**config.mk**
```make
export PLATFORM = sky130hd
export DESIGN_NAME = uart_rx_controller
export DESIGN_NICKNAME = d
export VERILOG_FILES = /design/src/rtl/uart_pkg.sv /design/src/rtl/uart_sync_2ff.sv /design/src/rtl/uart_rx_controller.sv
export SDC_FILE = /design/constraint.sdc
export NUM_CORES = 1
export LEC_CHECK = 0
export BUFFER_PORTS_ARGS = -buffer_cell sky130_fd_sc_hd__buf_2
export CORE_UTILIZATION = 50
export DETAILED_ROUTE_END_ITERATION = 10
export PLACE_DENSITY_LB_ADDON = 0.2
export REMOVE_ABC_BUFFERS = 1
export SLEW_MARGIN = 5
export SYNTH_ARGS = -nofsm -noshare
export SYNTH_HDL_FRONTEND = slang
export SYNTH_HIERARCHICAL = 1
export SYNTH_SLANG_ARGS = --single-unit
```
**constraint.sdc**
```tcl
create_clock -name clk -period 1.61 [get_ports clk]
set_input_delay 0.161 -clock clk [delete_from_list [all_inputs] [get_ports clk]]
set_output_delay 0.161 -clock clk [all_outputs]
set_load 0.05 [all_outputs]
```
**src/rtl/uart_pkg.sv**
```systemverilog
`default_nettype none
// ============================================================================
// uart_pkg : counter command encodings and FSM state type shared by UART RX/TX
// Revision : 1.0
// ============================================================================
package uart_pkg;

  localparam logic [1:0] CNT_HOLD = 2'b00;
  localparam logic [1:0] CNT_INC  = 2'b01;
  localparam logic [1:0] CNT_CLR  = 2'b10;

  typedef enum logic [2:0] {
    ST_IDLE  = 3'd0,
    ST_START = 3'd1,
    ST_DATA  = 3'd2,
    ST_STOP  = 3'd3,
    ST_BREAK = 3'd4
  } uart_state_e;

endpackage : uart_pkg
`default_nettype wire

```
**src/rtl/uart_sync_2ff.sv**
```systemverilog
`default_nettype none
// ============================================================================
// uart_sync_2ff : two-flop synchroniser for an asynchronous single-bit input
// Revision      : 1.0
// ============================================================================
module uart_sync_2ff #(
  parameter logic RESET_VAL = 1'b1
) (
  input  logic clk,
  input  logic reset,
  input  logic d,
  output logic q
);

  logic r_meta;
  logic r_q;

  always_ff @(posedge clk) begin
    if (reset) begin
      r_meta <= RESET_VAL;
      r_q    <= RESET_VAL;
    end else begin
      r_meta <= d;
      r_q    <= r_meta;
    end
  end

  assign q = r_q;

endmodule : uart_sync_2ff
`default_nettype wire

```
**src/rtl/uart_rx_controller.sv**
```systemverilog
`default_nettype none
// ============================================================================
// uart_rx_controller : UART receive FSM driving an external baud/bit/shift datapath
// Revision           : 1.0
// ============================================================================
module uart_rx_controller
  import uart_pkg::*;
#(
  parameter int WORD_SIZE    = 8,
  parameter int START_FILTER = 468
) (
  input  logic                 clk,
  input  logic                 reset,
  input  logic                 rx_line,
  input  logic                 Baud_Count_Reached,
  input  logic                 Bit_Count_Reached,
  input  logic [WORD_SIZE-1:0] RX_Data_out,
  output logic [1:0]           Baud_Counter_sel,
  output logic [1:0]           Bit_Counter_sel,
  output logic                 RX_Shift_Register_sel,
  output logic                 RX_Data_in,
  output logic [WORD_SIZE-1:0] rx_data,
  output logic                 rx_valid,
  input  logic                 rx_ready,
  output logic                 framing_err,
  output logic                 overrun_err,
  output logic                 busy
);

  localparam int                FILT_W    = $clog2(START_FILTER + 1);
  localparam logic [FILT_W-1:0] FILT_LAST = FILT_W'(START_FILTER - 1);

  logic                 w_rx_s;
  uart_state_e          r_state;
  uart_state_e          w_next_state;
  logic [FILT_W-1:0]    r_filt_cnt;
  logic                 w_filt_clr;
  logic                 w_filt_inc;
  logic                 w_present;
  logic                 w_frame_err;
  logic [1:0]           w_baud_sel;
  logic [1:0]           w_bit_sel;
  logic                 w_shift;
  logic [WORD_SIZE-1:0] r_rx_data;
  logic                 r_rx_valid;
  logic                 r_framing_err;
  logic                 r_overrun_err;

  uart_sync_2ff #(
    .RESET_VAL (1'b1)
  ) u_sync (
    .clk   (clk),
    .reset (reset),
    .d     (rx_line),
    .q     (w_rx_s)
  );

  always_ff @(posedge clk) begin
    if (reset) begin
      r_state <= ST_IDLE;
    end else begin
      r_state <= w_next_state;
    end
  end

  always_comb begin
    w_next_state = r_state;
    w_baud_sel   = CNT_HOLD;
    w_bit_sel    = CNT_HOLD;
    w_shift      = 1'b0;
    w_filt_clr   = 1'b0;
    w_filt_inc   = 1'b0;
    w_present    = 1'b0;
    w_frame_err  = 1'b0;
    case (r_state)
      ST_IDLE: begin
        w_baud_sel = CNT_CLR;
        w_bit_sel  = CNT_CLR;
        if (!w_rx_s) begin
          w_next_state = ST_START;
          w_filt_clr   = 1'b1;
        end
      end
      ST_START: begin
        // Baud counter stays cleared so the first data sample lands mid-bit.
        w_baud_sel = CNT_CLR;
        w_bit_sel  = CNT_CLR;
        if (w_rx_s) begin
          w_next_state = ST_IDLE;
        end else if (r_filt_cnt == FILT_LAST) begin
          w_next_state = ST_DATA;
        end else begin
          w_filt_inc = 1'b1;
        end
      end
      ST_DATA: begin
        w_baud_sel = CNT_INC;
        if (Bit_Count_Reached) begin
          w_bit_sel    = CNT_CLR;
          w_next_state = ST_STOP;
        end else if (Baud_Count_Reached) begin
          w_shift   = 1'b1;
          w_bit_sel = CNT_INC;
        end
      end
      ST_STOP: begin
        w_baud_sel = CNT_INC;
        if (Baud_Count_Reached) begin
          if (w_rx_s) begin
            w_present    = 1'b1;
            w_next_state = ST_IDLE;
          end else begin
            w_frame_err  = 1'b1;
            w_next_state = ST_BREAK;
          end
        end
      end
      ST_BREAK: begin
        w_baud_sel = CNT_CLR;
        w_bit_sel  = CNT_CLR;
        if (w_rx_s) begin
          w_next_state = ST_IDLE;
        end
      end
      default: begin
        w_next_state = ST_IDLE;
      end
    endcase
  end

  always_ff @(posedge clk) begin
    if (reset) begin
      r_filt_cnt <= '0;
    end else if (w_filt_clr) begin
      r_filt_cnt <= '0;
    end else if (w_filt_inc) begin
      r_filt_cnt <= r_filt_cnt + 1'b1;
    end
  end

  // A handshake in the same cycle as a new byte frees the slot, so no overrun.
  always_ff @(posedge clk) begin
    if (reset) begin
      r_rx_data     <= '0;
      r_rx_valid    <= 1'b0;
      r_framing_err <= 1'b0;
      r_overrun_err <= 1'b0;
    end else begin
      r_framing_err <= w_frame_err;
      r_overrun_err <= 1'b0;
      if (w_present) begin
        if (!r_rx_valid || rx_ready) begin
          r_rx_data  <= RX_Data_out;
          r_rx_valid <= 1'b1;
        end else begin
          r_overrun_err <= 1'b1;
        end
      end else if (r_rx_valid && rx_ready) begin
        r_rx_valid <= 1'b0;
      end
    end
  end

  assign Baud_Counter_sel      = w_baud_sel;
  assign Bit_Counter_sel       = w_bit_sel;
  assign RX_Shift_Register_sel = w_shift;
  assign RX_Data_in            = w_rx_s;
  assign rx_data               = r_rx_data;
  assign rx_valid              = r_rx_valid;
  assign framing_err           = r_framing_err;
  assign overrun_err           = r_overrun_err;
  assign busy                  = (r_state != ST_IDLE);

endmodule : uart_rx_controller
`default_nettype wire

```
Yosys cells after proc, flatten, opt, wreduce, memory -nomap -nowiden

Cells that the tools add are included.

Output and inout port bits: 18
Input bits: 14
Bits in registers: 25

Multiplexer cells: 27
$add $sub $neg: 1
Reduce and logical (&&, ||, !) cells: 14
Equality and inequality tests: 11
Bitwise operators: 3

Operator list:

| kind                                                             | number |
|---|---|
| 3-bit two-way mux                                                | 7 |
| 1-bit two-way mux                                                | 16 |
| 3-bit one-hot mux with 5 select lines                            | 1 |
| 9-bit by 1-bit adder with 9-bit output (second input constant)   | 1 |
| 9-bit == test (second input constant)                            | 1 |
| 2-bit one-hot mux with 2 select lines                            | 2 |
| 3-bit by 2-bit == test with 1-bit output (second input constant) | 2 |
| 2-bit != test (second input constant)                            | 3 |
| 2-bit OR reduction                                               | 3 |
| 3-bit OR reduction                                               | 2 |
| 5-bit AND reduction                                              | 1 |
| 2-bit by 1-bit != test with 1-bit output (second input constant) | 2 |
| 2-bit AND reduction                                              | 2 |
| 3-bit by 1-bit == test with 1-bit output (second input constant) | 1 |
| 3-bit == test (second input constant)                            | 1 |
| 3-bit zero test                                                  | 1 |
| 3-bit by 2-bit != test with 1-bit output (second input constant) | 1 |
| 1-bit NOT                                                        | 3 |
| 3-bit nonzero test                                               | 1 |
| 2-bit two-way mux                                                | 1 |
| 2-bit nonzero test                                               | 1 |
| 1-bit logical AND                                                | 1 |
| 1-bit zero test                                                  | 1 |
| 1-bit logical OR                                                 | 1 |

Depth between registers and ports, before layout

Depth after elaboration: 5
Depth in mapped cells: 6

Modules after synthesis

The synthesis kept the hierarchy.

Modules (own cells, without submodules):

| module             | instances | cells an instance | area each (um2) |
|---|---|---|---|
| uart_rx_controller | 1         | 109               | 1054.8 |
| uart_sync_2ff      | 1         | 4                 | 52.6 |

Worst setup path after synthesis

No wires, ideal clock.

Kind: flip-flop to flip-flop
Start: register u_sync.r_q (netlist: u_sync/q)
End: register r_filt_cnt[7]
Data arrival time: 1.503 ns
Setup slack: -0.020 ns
Cell stages (with the launch flop): 6
Buffers on the path: 1
Path through: dfxtp_1 > buf_2 > nor4b_4 > o2111ai_2 > xor2_1 > nor2_2

Longest elaborated chain between the ends: 3

Ends and longest elaborated chain:

| what                                | RTL line                  | RTL |
|---|---|---|
| from (decl)                         | uart_sync_2ff.sv:16       | `logic r_q;` |
| from (signal assigned)              | uart_sync_2ff.sv:24       | `r_q <= r_meta;` |
| 1-bit two-way mux                   | uart_rx_controller.sv:79  | `if (!w_rx_s) begin` |
| 1-bit two-way mux                   | uart_rx_controller.sv:75  | `case (r_state)` |
| 2-bit OR reduction (no source line) | n/a                       |  |
| to (signal assigned)                | uart_rx_controller.sv:137 | `r_filt_cnt <= r_filt_cnt + 1'b1;` |
| to (decl)                           | uart_rx_controller.sv:36  | `logic [FILT_W-1:0] r_filt_cnt;` |

Parallel ways exist; a longest one is shown, timed or not.
A chain may end at the register's enable or synchronous reset.

Worst setup path after layout

Start: register r_state[2]
End: output RX_Shift_Register_sel

Longest elaborated chain between the ends: 2

Ends and longest elaborated chain:

| what                                     | RTL line                 | RTL |
|---|---|---|
| from (decl)                              | uart_rx_controller.sv:34 | `uart_state_e r_state;` |
| from (signal assigned)                   | uart_rx_controller.sv:62 | `r_state <= w_next_state;` |
| 3-bit by 2-bit == test with 1-bit output | uart_rx_controller.sv:75 |  |
| 1-bit two-way mux                        | uart_rx_controller.sv:75 |  |
| to (decl)                                | uart_rx_controller.sv:20 | `output logic RX_Shift_Register_sel,` |

Every way passes these cells.

==> flow_metrics.env <==
export IMPL_status="completed"
export IMPL_power_leakage_nw=0.6413
export IMPL_diodes=0
export IMPL_clock_sinks=25
export IMPL_r2r_cells=6
export IMPL_reg2reg_slack_ns=0.23
export IMPL_rsz0062_at_grt="no"
export IMPL_cts_buffers=3
export IMPL_slew_headroom_pct=81.38
export IMPL_root_buffer="clkbuf_4"
export IMPL_hold_end="rx_data[6]$_SDFFE_PP0P_"
export IMPL_avgSynthCellArea_sq_um=9.799
export IMPL_gp_congestion=0.8537
export IMPL_hold_viol_final=0
export IMPL_vias_per_cell=5.186
export IMPL_vias=918
export IMPL_avgRoutedWirePerCell_um=11.60
export IMPL_r2r_start="r_state[1]$_SDFFE_PP0P_"
export IMPL_p_per_area_nw_per_um2=705.6
export IMPL_synth_seq_area_share_pct=45.20
export IMPL_drc=0
export IMPL_num_io_pins=32
export IMPL_rows=16
export IMPL_fin_crit_sh_pct=96.04
export IMPL_cts_tree="yes"
export IMPL_arrival_ns=1.39
export IMPL_grt_total_usage_pct=19.25
export IMPL_total_power_w=0.0009649
export IMPL_htreeDepth=1
export IMPL_ir_drop_uv=590.0
export IMPL_core_sq_um=2022
export IMPL_clk_pin_slew_ns=0.14
export IMPL_hold_path_startpoint="RX_Data_out[6]"
export IMPL_grt_max_degree=18
export IMPL_final_min_clock_period_ns=1.546
export IMPL_setup_viol_count_final=0
export IMPL_start_util_pct=54.76
export IMPL_overflow=0
export IMPL_reg2reg_to="r_filt_cnt[7]$_SDFFE_PP0P_"
export IMPL_clock_latency_ns=0.32
export IMPL_critPathMaxFanout=7
export IMPL_cp_required_ns=1.45
export IMPL_netlist_instances=113
export IMPL_placedCellCount=170
export IMPL_final_instance_count_excl_fill=177
export IMPL_grt_pass1_vias=852
export IMPL_fin_setup_tns_ns=0
export IMPL_max_freq_mhz=646.7
export IMPL_place_ws_ns=0.07515
export IMPL_crit_path_end_kind="primary output"
export IMPL_fin_ws_ns=0.06380
export IMPL_yosys_warnings=6
export IMPL_synth_top_area_share_pct=45.20
export IMPL_cap_violations=0
export IMPL_fin_util_pct=67.64
export IMPL_dp_hpwl_mm=1.528
export IMPL_yosysUniqueCellTypes=34
export IMPL_drt_antenna_violating_nets=0
export IMPL_drtPass1Iterations=4
export IMPL_worst_slew_pin_slew_ns=0.2794
export IMPL_synth_area_top_cells="dfxtp_1 45%, mux2i_1 8.1%, xor2_1 6.3%"
export IMPL_path_class="register to primary output"
export IMPL_hp_class="primary input to register"
export IMPL_drive_gt1_share_pct=35.33
export IMPL_die_area_sq_um=2407
export IMPL_synth_seq_cells=25
export IMPL_clock_skew_ns=0.007116
export IMPL_drt_iter0_drc=22
export IMPL_syn2layout_area_growth_pct=23.50
export IMPL_cts_buffer_depth=2
export IMPL_grt_pass1_wl_mm=3.546
export IMPL_antenna_found_initial=0
export IMPL_die_width_um=49.06
export IMPL_fin_nets=166
export IMPL_io_buffers=31
export IMPL_startpoint_type="register"
export IMPL_netlist_area_sq_um=1107
export IMPL_slew_viol_final=0
export IMPL_wirelength_mm=2.053
export IMPL_min_path_cells=3
export IMPL_yosys_area_top_type="dfxtp_1"
export IMPL_chipHeight_um=49.06
-- worst max path at each step --
stage / start / endpoint / cells after the start
6_report: r_state[2]$_SDFFE_PP0P_ / RX_Shift_Register_sel / 4
5_1_grt: r_state[2]$_SDFFE_PP0P_ / RX_Shift_Register_sel / 4
4_1_cts: r_state[0]$_SDFFE_PP0P_ / Bit_Counter_sel[1] / 4
3_5_place_dp: r_state[1]$_SDFFE_PP0P_ / rx_data[5]$_SDFFE_PP0P_ / 5
3_3_place_gp: r_state[1]$_SDFFE_PP0P_ / rx_data[4]$_SDFFE_PP0P_ / 5
2_1_floorplan: r_state[1]$_SDFFE_PP0P_ / Bit_Counter_sel[0] / 2
-- layout make-up --
class / count / area, sq um
well taps: 27 / 33.78
clock inverters: 1 / 7.507
multi-input cells: 83 / 579.3
repair buffers: 38 / 217.7
fillers: 173 / 654.4
clock buffers: 3 / 22.52
flip-flops and latches: 25 / 506.7
-- sequential cells by signal (all words and copies together) (netlist names) --
register       cells
framing_err        1
overrun_err        1
r_filt_cnt         9
r_state            3
rx_data            8
rx_valid           1
u_sync/q           1
u_sync/r_meta      1
-- Yosys cell counts --
library cell / count
nand2b_1: 1
xor2_1: 8
o21ai_0: 1
nor4b_4: 1
mux2i_1: 9
buf_6: 1
nand4_4: 1
o2111ai_2: 1
a21oi_1: 3
and3_1: 4
o22ai_1: 1
ha_1: 1
nor3_1: 2
or3_1: 2
nand3_1: 3
clkbuf_1: 1
o21ai_2: 1
a21o_1: 1
nand4b_1: 1
o21bai_2: 1
buf_2: 3
dfxtp_1: 25
and4_1: 1
nor2_2: 3
a211oi_1: 1
nand4_1: 2
nand4bb_1: 1
and2_1: 3
nand2_1: 4
nor2b_1: 4
a22oi_1: 1
or2_1: 2
nor2_1: 18
o211ai_1: 1
-- per-stage QoR --
step	hold WS (ns)	area (sq um)
6_report	0.05732	1368
5_1_grt	0.05863	1368
4_1_cts	0.04315	1361
3_5_place_dp	0.3446	1296
3_3_place_gp	0.3444	1296
2_1_floorplan	0.2301	1077
-- worst max-delay path: stages (launching register included) --
cell and delay (ns):
dfxtp_2 0.40, nor2b_2 0.15, buf_4 0.16, and3_1 0.16
buf_4 0.19
-- timing repair --
item	CTS	global route
hold buffers	1	0
setup endpoints to repair	3	3
endpoints found under the hold margin	1	0
gates resized for setup	5	3
setup buffers	2	0
-- per-layer routing --
| layer | GRT usage, % | wire [um] | vias up |
|---|---|---|---|
| li1 | - | - | 464 |
| met5 | 0 | 0 | - |
| met2 | 33.11 | 996 | 28 |
| met4 | 10.78 | 46 | 0 |
| met1 | 21.68 | 912 | 422 |
| met3 | 4.361 | 97 | 4 |
-- logic make-up (layout without fill, tap and decap cells) --
group | Yosys count | after routing | share of synthesized area, %
and+or+nand+nor | 53 | 53 | 28.25
DFF | 25 | 25 | 45.20
AOI/OAI and AO/OA | 12 | 12 | 8.249
muxes | 9 | 9 | 8.136
xor gates and xnor gates | 8 | 8 | 6.328
buffers and inverters | 5 | 42 | 2.711
adders and majority gates | 1 | 1 | 1.130
-- cells in the final DEF (no fill, tap or decap), types with 3 or more instances in the layout --
master    netlist  routed
a21oi_1         3       3
and2_1          3       3
and3_1          4       4
buf_2           3      28
buf_4           0       8
clkbuf_4        0       4
dfxtp_1        25      22
mux2i_1         9       9
nand2_1         4       4
nand3_1         3       3
nor2_1         18      18
nor2_2          3       3
nor2b_1         4       3
xor2_1          8       8
-- power breakdown --
part           switching, W  internal [W]
clock network      0.000191     0.0000951
registers        0.00000343      0.000620
logic             0.0000300     0.0000250
total              0.000225      0.000740
Note: power is estimated with default switching activity, not from simulation.
